===== src/rtl/hazard3_sbus_to_ahb_pkg.sv =====
// Shared AHB-Lite encodings for the SBA-to-AHB responder.
// Contents:
//   HTRANS_*  transfer type encodings (IDLE, NONSEQ)
//   HBURST_*  burst encodings (SINGLE only; the responder never bursts)
//   HSIZE_*   transfer size encodings (byte, halfword, word)
package hazard3_sbus_to_ahb_pkg;

  localparam logic [1:0] HTRANS_IDLE   = 2'b00;
  localparam logic [1:0] HTRANS_NONSEQ = 2'b10;

  localparam logic [2:0] HBURST_SINGLE = 3'b000;

  localparam logic [2:0] HSIZE_BYTE    = 3'b000;
  localparam logic [2:0] HSIZE_HALF    = 3'b001;
  localparam logic [2:0] HSIZE_WORD    = 3'b010;

endpackage


===== src/rtl/hazard3_sbus_to_ahb_if.sv =====
// Bus bundles used by hazard3_sbus_to_ahb.
//   hazard3_sbus_if : debug-module system bus access channel
//     dbg_sbus_addr/write/size/vld/wdata  initiator -> responder
//     dbg_sbus_rdy/err/rdata              responder -> initiator
//     modports: master (debug module side), slave (bus responder side)
//   hazard3_ahb_if  : AHB-Lite manager port
//     haddr/hwrite/hsize/htrans/hburst/hprot/hmastlock/hwdata  manager -> subordinate
//     hready/hresp/hrdata                                       subordinate -> manager
//     modports: master (manager side), slave (subordinate side)
interface hazard3_sbus_if #(
  parameter int W_ADDR = 32,
  parameter int W_DATA = 32
);
  logic [W_ADDR-1:0] dbg_sbus_addr;
  logic              dbg_sbus_write;
  logic [1:0]        dbg_sbus_size;
  logic              dbg_sbus_vld;
  logic              dbg_sbus_rdy;
  logic              dbg_sbus_err;
  logic [W_DATA-1:0] dbg_sbus_wdata;
  logic [W_DATA-1:0] dbg_sbus_rdata;

  modport master (
    output dbg_sbus_addr, dbg_sbus_write, dbg_sbus_size, dbg_sbus_vld, dbg_sbus_wdata,
    input  dbg_sbus_rdy, dbg_sbus_err, dbg_sbus_rdata
  );

  modport slave (
    input  dbg_sbus_addr, dbg_sbus_write, dbg_sbus_size, dbg_sbus_vld, dbg_sbus_wdata,
    output dbg_sbus_rdy, dbg_sbus_err, dbg_sbus_rdata
  );
endinterface

interface hazard3_ahb_if #(
  parameter int W_ADDR = 32,
  parameter int W_DATA = 32
);
  logic [W_ADDR-1:0] haddr;
  logic              hwrite;
  logic [2:0]        hsize;
  logic [1:0]        htrans;
  logic [2:0]        hburst;
  logic [3:0]        hprot;
  logic              hmastlock;
  logic [W_DATA-1:0] hwdata;
  logic              hready;
  logic              hresp;
  logic [W_DATA-1:0] hrdata;

  modport master (
    output haddr, hwrite, hsize, htrans, hburst, hprot, hmastlock, hwdata,
    input  hready, hresp, hrdata
  );

  modport slave (
    input  haddr, hwrite, hsize, htrans, hburst, hprot, hmastlock, hwdata,
    output hready, hresp, hrdata
  );
endinterface


===== src/rtl/hazard3_sbus_to_ahb.sv =====
// Debug-module SBA responder on a dedicated AHB-Lite manager port.
// Takes one SBA transfer at a time and runs it as a single, non-pipelined
// AHB-Lite transfer (IDLE -> ADDR -> DATA -> IDLE), then returns the data
// phase result to the debug module.
// Ports:
//   clk    in  single clock, all state on posedge
//   rst_n  in  asynchronous active-low reset
//   sbus   hazard3_sbus_if.slave  SBA request/response channel
//   ahb    hazard3_ahb_if.master  AHB-Lite manager signals
// AHB address/control/write data are registered; the SBA completion
// (rdy/err/rdata) is decoded combinationally from state and hready/hresp.
module hazard3_sbus_to_ahb
  import hazard3_sbus_to_ahb_pkg::*;
#(
  parameter int          W_ADDR = 32,
  parameter int          W_DATA = 32,
  parameter logic [3:0]  HPROT  = 4'b0011
) (
  input  logic           clk,
  input  logic           rst_n,
  hazard3_sbus_if.slave  sbus,
  hazard3_ahb_if.master  ahb
);

  typedef enum logic [1:0] {
    S_IDLE = 2'b00,
    S_ADDR = 2'b01,
    S_DATA = 2'b10
  } state_t;

  state_t            state_q, state_d;
  logic [W_ADDR-1:0] haddr_q, haddr_d;
  logic              hwrite_q, hwrite_d;
  logic [2:0]        hsize_q, hsize_d;
  logic [1:0]        htrans_q, htrans_d;
  logic [W_DATA-1:0] hwdata_q, hwdata_d;
  logic [W_DATA-1:0] wdata_cap_q, wdata_cap_d;

  logic              rdy_s;
  logic              err_s;
  logic [W_DATA-1:0] rdata_s;

  // State and bus-side capture registers; reset drops any in-flight transfer.
  always_ff @(posedge clk or negedge rst_n) begin
    if (!rst_n) begin
      state_q     <= S_IDLE;
      haddr_q     <= {W_ADDR{1'b0}};
      hwrite_q    <= 1'b0;
      hsize_q     <= 3'b000;
      htrans_q    <= HTRANS_IDLE;
      hwdata_q    <= {W_DATA{1'b0}};
      wdata_cap_q <= {W_DATA{1'b0}};
    end else begin
      state_q     <= state_d;
      haddr_q     <= haddr_d;
      hwrite_q    <= hwrite_d;
      hsize_q     <= hsize_d;
      htrans_q    <= htrans_d;
      hwdata_q    <= hwdata_d;
      wdata_cap_q <= wdata_cap_d;
    end
  end

  // Next-state and next bus-control values.
  always_comb begin
    state_d     = state_q;
    haddr_d     = haddr_q;
    hwrite_d    = hwrite_q;
    hsize_d     = hsize_q;
    htrans_d    = htrans_q;
    hwdata_d    = hwdata_q;
    wdata_cap_d = wdata_cap_q;
    case (state_q)
      S_IDLE: begin
        if (sbus.dbg_sbus_vld) begin
          state_d     = S_ADDR;
          haddr_d     = sbus.dbg_sbus_addr;
          hwrite_d    = sbus.dbg_sbus_write;
          hsize_d     = {1'b0, sbus.dbg_sbus_size};
          htrans_d    = HTRANS_NONSEQ;
          // Write data is only presented once the address phase is accepted.
          wdata_cap_d = sbus.dbg_sbus_wdata;
        end else begin
          state_d = S_IDLE;
        end
      end
      S_ADDR: begin
        if (ahb.hready) begin
          state_d  = S_DATA;
          htrans_d = HTRANS_IDLE;
          hwdata_d = wdata_cap_q;
        end else begin
          state_d = S_ADDR;
        end
      end
      S_DATA: begin
        // hready alone ends the data phase; the first error cycle (hready=0)
        // is just another wait here.
        if (ahb.hready) begin
          state_d = S_IDLE;
        end else begin
          state_d = S_DATA;
        end
      end
      default: begin
        state_d  = S_IDLE;
        htrans_d = HTRANS_IDLE;
      end
    endcase
  end

  // SBA completion decode: only the last data-phase cycle reports.
  always_comb begin
    rdy_s   = 1'b0;
    err_s   = 1'b0;
    rdata_s = {W_DATA{1'b0}};
    if ((state_q == S_DATA) && ahb.hready) begin
      rdy_s = 1'b1;
      err_s = ahb.hresp;
      if (!ahb.hresp && !hwrite_q) begin
        rdata_s = ahb.hrdata;
      end else begin
        rdata_s = {W_DATA{1'b0}};
      end
    end else begin
      rdy_s   = 1'b0;
      err_s   = 1'b0;
      rdata_s = {W_DATA{1'b0}};
    end
  end

  assign sbus.dbg_sbus_rdy   = rdy_s;
  assign sbus.dbg_sbus_err   = err_s;
  assign sbus.dbg_sbus_rdata = rdata_s;

  assign ahb.haddr     = haddr_q;
  assign ahb.hwrite    = hwrite_q;
  assign ahb.hsize     = hsize_q;
  assign ahb.htrans    = htrans_q;
  assign ahb.hburst    = HBURST_SINGLE;
  assign ahb.hprot     = HPROT;
  assign ahb.hmastlock = 1'b0;
  assign ahb.hwdata    = hwdata_q;

endmodule


===== src/flat_wrapper.sv =====
// flat-port wrapper written by rule: the top's interface ports become plain ports
module hazard3_sbus_to_ahb_flat import hazard3_sbus_to_ahb_pkg::*;
#(
  parameter int          W_ADDR = 32,
  parameter int          W_DATA = 32,
  parameter logic [3:0]  HPROT  = 4'b0011
)
  (clk, rst_n, sbus_dbg_sbus_addr, sbus_dbg_sbus_write, sbus_dbg_sbus_size, sbus_dbg_sbus_vld, sbus_dbg_sbus_wdata, sbus_dbg_sbus_rdy, sbus_dbg_sbus_err, sbus_dbg_sbus_rdata, ahb_haddr, ahb_hwrite, ahb_hsize, ahb_htrans, ahb_hburst, ahb_hprot, ahb_hmastlock, ahb_hwdata, ahb_hready, ahb_hresp, ahb_hrdata);
  hazard3_sbus_if #(.W_ADDR(W_ADDR), .W_DATA(W_DATA)) sbus_i ();
  hazard3_ahb_if #(.W_ADDR(W_ADDR), .W_DATA(W_DATA)) ahb_i ();
  input  logic clk;
  input  logic rst_n;
  input wire logic [$bits(sbus_i.dbg_sbus_addr)-1:0] sbus_dbg_sbus_addr;
  input wire logic [$bits(sbus_i.dbg_sbus_write)-1:0] sbus_dbg_sbus_write;
  input wire logic [$bits(sbus_i.dbg_sbus_size)-1:0] sbus_dbg_sbus_size;
  input wire logic [$bits(sbus_i.dbg_sbus_vld)-1:0] sbus_dbg_sbus_vld;
  input wire logic [$bits(sbus_i.dbg_sbus_wdata)-1:0] sbus_dbg_sbus_wdata;
  output wire logic [$bits(sbus_i.dbg_sbus_rdy)-1:0] sbus_dbg_sbus_rdy;
  output wire logic [$bits(sbus_i.dbg_sbus_err)-1:0] sbus_dbg_sbus_err;
  output wire logic [$bits(sbus_i.dbg_sbus_rdata)-1:0] sbus_dbg_sbus_rdata;
  output wire logic [$bits(ahb_i.haddr)-1:0] ahb_haddr;
  output wire logic [$bits(ahb_i.hwrite)-1:0] ahb_hwrite;
  output wire logic [$bits(ahb_i.hsize)-1:0] ahb_hsize;
  output wire logic [$bits(ahb_i.htrans)-1:0] ahb_htrans;
  output wire logic [$bits(ahb_i.hburst)-1:0] ahb_hburst;
  output wire logic [$bits(ahb_i.hprot)-1:0] ahb_hprot;
  output wire logic [$bits(ahb_i.hmastlock)-1:0] ahb_hmastlock;
  output wire logic [$bits(ahb_i.hwdata)-1:0] ahb_hwdata;
  input wire logic [$bits(ahb_i.hready)-1:0] ahb_hready;
  input wire logic [$bits(ahb_i.hresp)-1:0] ahb_hresp;
  input wire logic [$bits(ahb_i.hrdata)-1:0] ahb_hrdata;
  assign sbus_i.dbg_sbus_addr = sbus_dbg_sbus_addr;
  assign sbus_i.dbg_sbus_write = sbus_dbg_sbus_write;
  assign sbus_i.dbg_sbus_size = sbus_dbg_sbus_size;
  assign sbus_i.dbg_sbus_vld = sbus_dbg_sbus_vld;
  assign sbus_i.dbg_sbus_wdata = sbus_dbg_sbus_wdata;
  assign sbus_dbg_sbus_rdy = sbus_i.dbg_sbus_rdy;
  assign sbus_dbg_sbus_err = sbus_i.dbg_sbus_err;
  assign sbus_dbg_sbus_rdata = sbus_i.dbg_sbus_rdata;
  assign ahb_haddr = ahb_i.haddr;
  assign ahb_hwrite = ahb_i.hwrite;
  assign ahb_hsize = ahb_i.hsize;
  assign ahb_htrans = ahb_i.htrans;
  assign ahb_hburst = ahb_i.hburst;
  assign ahb_hprot = ahb_i.hprot;
  assign ahb_hmastlock = ahb_i.hmastlock;
  assign ahb_hwdata = ahb_i.hwdata;
  assign ahb_i.hready = ahb_hready;
  assign ahb_i.hresp = ahb_hresp;
  assign ahb_i.hrdata = ahb_hrdata;
  hazard3_sbus_to_ahb #(.W_ADDR(W_ADDR), .W_DATA(W_DATA), .HPROT(HPROT)) u_core (.clk(clk), .rst_n(rst_n), .sbus(sbus_i), .ahb(ahb_i));
endmodule

===== config.mk =====
export PLATFORM = sky130hd
export DESIGN_NAME = hazard3_sbus_to_ahb_flat
export DESIGN_NICKNAME = d
export VERILOG_FILES = /design/src/rtl/hazard3_sbus_to_ahb_pkg.sv /design/src/rtl/hazard3_sbus_to_ahb_if.sv /design/src/rtl/hazard3_sbus_to_ahb.sv /design/src/flat_wrapper.sv
export SDC_FILE = /design/constraint.sdc
export NUM_CORES = 1
export LEC_CHECK = 0
export ABC_AREA = 1
export CAP_MARGIN = 20
export CORE_ASPECT_RATIO = 1.25
export CORE_MARGIN = 1.5
export CORE_UTILIZATION = 35
export DETAILED_ROUTE_END_ITERATION = 8
export GPL_ROUTABILITY_DRIVEN = 0
export HOLD_SLACK_MARGIN = 0.06
export PLACE_DENSITY_LB_ADDON = 0.05
export SYNTH_ARGS = -nofsm -noshare
export SYNTH_HDL_FRONTEND = slang
export SYNTH_SLANG_ARGS = --single-unit

===== constraint.sdc =====
create_clock -name clk -period 4 [get_ports clk]
set_clock_uncertainty 0.1 [all_clocks]
set_input_delay 1.2 -clock clk [delete_from_list [all_inputs] [get_ports clk]]
set_output_delay 1.2 -clock clk [all_outputs]
set_load 0.05 [all_outputs]

; ---- Yosys cells after proc, flatten, opt, wreduce, memory -nomap -nowiden
; Cells that the tools add are included.
[word_totals]
output_inout_bits = 112
input_bits = 104
regBits = 103
wordCells = 31
[classes]
eq_ne = 4
n_reduce_logical = 8
n_mux = 11
bitwise = 1
[ops]
columns = op, count
row1 = $mux 32, 2
row2 = $pmux 2 s3, 2
row3 = $mux 2, 4
row4 = $ne 2x2->1 const B, 2
row5 = $reduce_and 2->1, 2
row6 = $mux 1, 3
row7 = $reduce_and 3->1, 1
row8 = $eq 2x1->1 const B, 1
row9 = $eq 2x2->1 const B, 1
row10 = $logic_and 1x1->1, 2
row11 = $logic_not 1->1, 2
row12 = $logic_not 2->1, 1
row13 = $not 1->1, 1

; ---- Longest topological paths before layout
[logic_depth]
depth_word = 4
depth_mapped = 6
mapped_depth_nobuf = 5

; ---- Worst setup path before layout
; OpenSTA, ideal clock, no wires.
[synth_timing]
path_kind = input port to output port
startpoint = in ahb_hresp
endpoint = out sbus_dbg_sbus_rdata[10]
cell_stages = 4
path_buffers = 1
arrival_time_ns = 2.353
required_ns = 2.700
slack_ns = 0.347
path_cell_list = inv_1 -> clkbuf_1 -> nand3_1 -> nor2_1
[synth_between]
elab_chain_cells = 4
[synth_lines]
columns = item, line_no
row1 = start: declaration, flat_wrapper.sv:30  ; input wire logic [$bits(ahb_i.hresp)-1:0] ahb_hresp;
row2 = $logic_not 1->1, hazard3_sbus_to_ahb.sv:120  ; if (!ahb.hresp && !hwrite_q) begin
row3 = $logic_and 1x1->1, hazard3_sbus_to_ahb.sv:120
row4 = $mux 32, hazard3_sbus_to_ahb.sv:120
row5 = $mux 32, hazard3_sbus_to_ahb.sv:117  ; if ((state_q == S_DATA) && ahb.hready) begin
row6 = end: declaration, flat_wrapper.sv:20  ; output wire logic [$bits(sbus_i.dbg_sbus_rdata)-1:0] sbus_dbg_sbus_rdata;
; Every way passes these cells.

; ---- Final worst setup path
[layout_timing]
startpoint = in ahb_hready
endpoint = out sbus_dbg_sbus_rdata[31]
[layout_between]
elab_chain_cells = 2
[layout_lines]
columns = item, line_no
row1 = start: declaration, flat_wrapper.sv:29  ; input wire logic [$bits(ahb_i.hready)-1:0] ahb_hready;
row2 = $logic_and 1x1->1, hazard3_sbus_to_ahb.sv:117
row3 = $mux 32, hazard3_sbus_to_ahb.sv:117
; Every way passes these cells.

==> impl_metrics.sql <==
INSERT INTO impl_metrics (metric_group, metric, value, unit) VALUES
('global_route', 'grt-ovfl-total', '0', ''),
('logic_synthesis', 'syn_inst', '532', ''),
('setup_path', 'cp_slowest_stage_delay', '0.49', 'ns'),
('floorplanning', 'coreArea', '12300', 'sq um'),
('timing', 'totalNegativeSetupSlack', '0', 'ns'),
('global_route', 'initial_antenna_violation_count', '0', ''),
('logic_synthesis', 'yosys_register_bits', '102', ''),
('cells_and_area', 'post_route_cells_drive_above_1_share', '0.0912', ''),
('detailed_routing', 'drt_iter0_markers', '154', ''),
('setup_path', 'crit_path_capture_type', 'output pin', ''),
('cells_and_area', 'nNetsFinal', '823', ''),
('clock_tree', 'cts_buffer_count', '9', ''),
('placed_design', 'place.detailed.hpwl', '9350', 'um'),
('global_route', 'grt.total_usage', '0.198', ''),
('floorplanning', 'die_area', '13400', 'sq um'),
('logic_synthesis', 'synth-xor-area-share', '0', ''),
('logic_synthesis', 'synth_cell_type_count', '14', ''),
('cells_and_area', 'stdcell_count', '888', ''),
('setup_path', 'setup.worst_path.start_class', 'input port', ''),
('detailed_routing', 'detail_route.wirelength', '13000', 'um'),
('min_path', 'hold_depth', '2', ''),
('detailed_routing', 'dr.max_layer_used', 'met4', ''),
('detailed_routing', 'vias', '4077', ''),
('clock_tree', 'clock_path_buffers', '2', ''),
('pwr', 'seqPwrFrac', '0.317', ''),
('setup_path', 'worstSetupPathDepth', '5', ''),
('logic_synthesis', 'synth.area.mux_share', '0', ''),
('pwr', 'clock_power_share', '0.151', ''),
('pwr', 'comb_power_share', '0.532', ''),
('setup_path', 'criticalPathCategory', 'in -> out', ''),
('detailed_routing', 'routed_via_density', '4.59', ''),
('floorplanning', 'start_util', '0.362', ''),
('logic_synthesis', 'syn_area_per_cell', '8.35', 'sq um'),
('global_route', 'first_global_vias', '3898', ''),
('clock_tree', 'post-cts-setup-buffer-count', '0', ''),
('pwr', 'power.leakage', '0.00338', 'uW'),
('outcome', 'run_status', 'finished, final reports clean', ''),
('detailed_routing', 'routed-wl-met2', '6290', 'um'),
('clock_tree', 'clk_transition_reported_paths', '0.07', 'ns'),
('timing', 'fmaxAchievable', '265', 'MHz'),
('pwr', 'vdd_ir_drop_max', '0.000514', 'V'),
('pwr', 'p_per_area', '779', 'nW/um^2'),
('clock_tree', 'worst_skew_pair.late_latency', '0.34', 'ns'),
('floorplanning', 'design.portCount', '216', ''),
('floorplanning', 'floorplan.die.height', '129', 'um'),
('global_route', 'grt_max_degree', '68', ''),
('logic_synthesis', 'synth-warning-count', '0', ''),
('cells_and_area', 'area_growth', '61.5', '%'),
('timing', 'min_period', '3.77', 'ns'),
('setup_path', 'crit_family', 'buffers and inverters', ''),
('logic_synthesis', 'synth_compound_gate_area_share', '0.0394', ''),
('pwr', 'switching_power', '2670', 'uW'),
('detailed_routing', 'drc', '0', ''),
('timing', 'rsz0062_at_grt', 'false', ''),
('detailed_routing', 'ant_nets', '0', ''),
('detailed_routing', 'routed-wl-met3', '940', 'um'),
('placed_design', 'post-place-cells', '872', ''),
('setup_path', 'worstPathCellList', 'clkdlybuf4s50_1 -> nand3_1 -> buf_4 -> nor2_1 -> buf_12', ''),
('timing', 'finalHoldViolations', '0', ''),
('logic_synthesis', 'syn-cell-area', '4440', 'sq um'),
('logic_synthesis', 'synth_seq_area_share', '0.574', ''),
('setup_path', 'crit_slowest_cell', 'sky130_fd_sc_hd__clkdlybuf4s50_1', ''),
('detailed_routing', 'detail_route.first_pass.iterations', '4', ''),
('timing', 'timing.final.crit_share', '0.943', ''),
('cells_and_area', 'final_common_cell', 'sky130_fd_sc_hd__nand2_1', ''),
('detailed_routing', 'wl_per_cell', '14.6', 'um'),
('setup_path', 'reg2reg_depth', '5', ''),
('min_path', 'worstHoldPathType', 'reg -> reg', ''),
('setup_path', 'crit_required', '2.70', 'ns'),
('clock_tree', 'cts.repair.resized', '0', ''),
('clock_tree', 'clock-root-buffer', 'sky130_fd_sc_hd__clkbuf_16', '');
==> tightest hold or removal path, stage by stage, from the launching register on <==
cell and delay (ns):
sky130_fd_sc_hd__dfrtp_1 0.34, sky130_fd_sc_hd__nand2_1 0.05, sky130_fd_sc_hd__nand2_1 0.04
==> power groups by stage <==
stage                     clock (uW)  combinational, uW  sequential, uW
after floorplan                    0                942            2820
after global placement             0               2980            1770
after detailed placement           0               3010            1780
after CTS                        873               3010            1780
after global routing             913               3200            1840
final                            844               2970            1770
==> through the flow <==
stage                util  hold slack, ns  total power, uW  instance area (sq um)  setup WS (ns)
floorplan               -           0.342             3760                   4470          0.347
global placement    0.561           0.353             4760                   6890          0.299
detailed placement  0.561           0.358             4790                   6890          0.238
CTS                 0.585           0.376             5660                   7180          0.228
global route        0.585           0.391             5960                   7180          0.165
finish              0.585           0.370             5590                   7180          0.229
==> area by class of cell <==
| cell class | instances | area (sq um) | area share |
|---|---|---|---|
| flip-flops and latches | 102 | 2550 | 0.356 |
| well taps | 164 | 205 | 0.0286 |
| inverters | 39 | 146 | 0.0204 |
| multi-input cells | 351 | 1500 | 0.209 |
| clock inverters | 6 | 52.6 | 0.00732 |
| repair buffers | 216 | 2480 | 0.345 |
| clock buffers | 10 | 239 | 0.0333 |
==> flip-flops by register name (all words and copies together), names as in the netlist <==
signal	count
u_core.ahb.hwdata	32
u_core.ahb.haddr	32
u_core.ahb.htrans	1
u_core.ahb.hsize	2
u_core.ahb.hwrite	1
u_core.state_q	2
u_core.wdata_cap_q	32
==> routing by layer <==
metal,global-route usage,vias up
li1,-,2022
met1,0.238,1880
met2,0.326,150
met3,0.0638,25
met4,0.0891,0
met5,0,-
==> worst paths after layout <==
kind | from | endpoint | slack, ns
max | ahb_hready | sbus_dbg_sbus_rdata[31] | 0.23
max reg2reg | u_core.state_q[1] | u_core.ahb.haddr[20] | 2.30
min | u_core.wdata_cap_q[2] | u_core.wdata_cap_q[2] | 0.37
max in group asynchronous | rst_n | u_core.state_q[0] | 2.32
min in group asynchronous | rst_n | u_core.ahb.hwdata[12] | 0.77
min reg2reg | u_core.wdata_cap_q[2] | u_core.wdata_cap_q[2] | 0.37
==> logic make-up (layout without fill, tap and decap cells) <==
family,Yosys count,in the layout
flip-flops,102,102
other,2,10
AND/OR/NAND/NOR,306,306
AO/OA/AOI/OAI,35,35
buffers and inverters,87,271
==> synth_stat cells <==
cell type | number | area share
sky130_fd_sc_hd__buf_2 | 16 | 0.018
sky130_fd_sc_hd__buf_4 | 18 | 0.030
sky130_fd_sc_hd__buf_6 | 2 | 0.0051
sky130_fd_sc_hd__clkbuf_1 | 12 | 0.010
sky130_fd_sc_hd__conb_1 | 2 | 0.0017
sky130_fd_sc_hd__dfrtp_1 | 102 | 0.57
sky130_fd_sc_hd__inv_1 | 39 | 0.033
sky130_fd_sc_hd__nand2_1 | 170 | 0.14
sky130_fd_sc_hd__nand2_2 | 1 | 0.0014
sky130_fd_sc_hd__nand3_1 | 101 | 0.11
sky130_fd_sc_hd__nor2_1 | 33 | 0.028
sky130_fd_sc_hd__nor2_2 | 1 | 0.0014
sky130_fd_sc_hd__o21ai_0 | 31 | 0.035
sky130_fd_sc_hd__o21ai_1 | 4 | 0.0045
No activity file was read; power rests on OpenSTA's default activity.
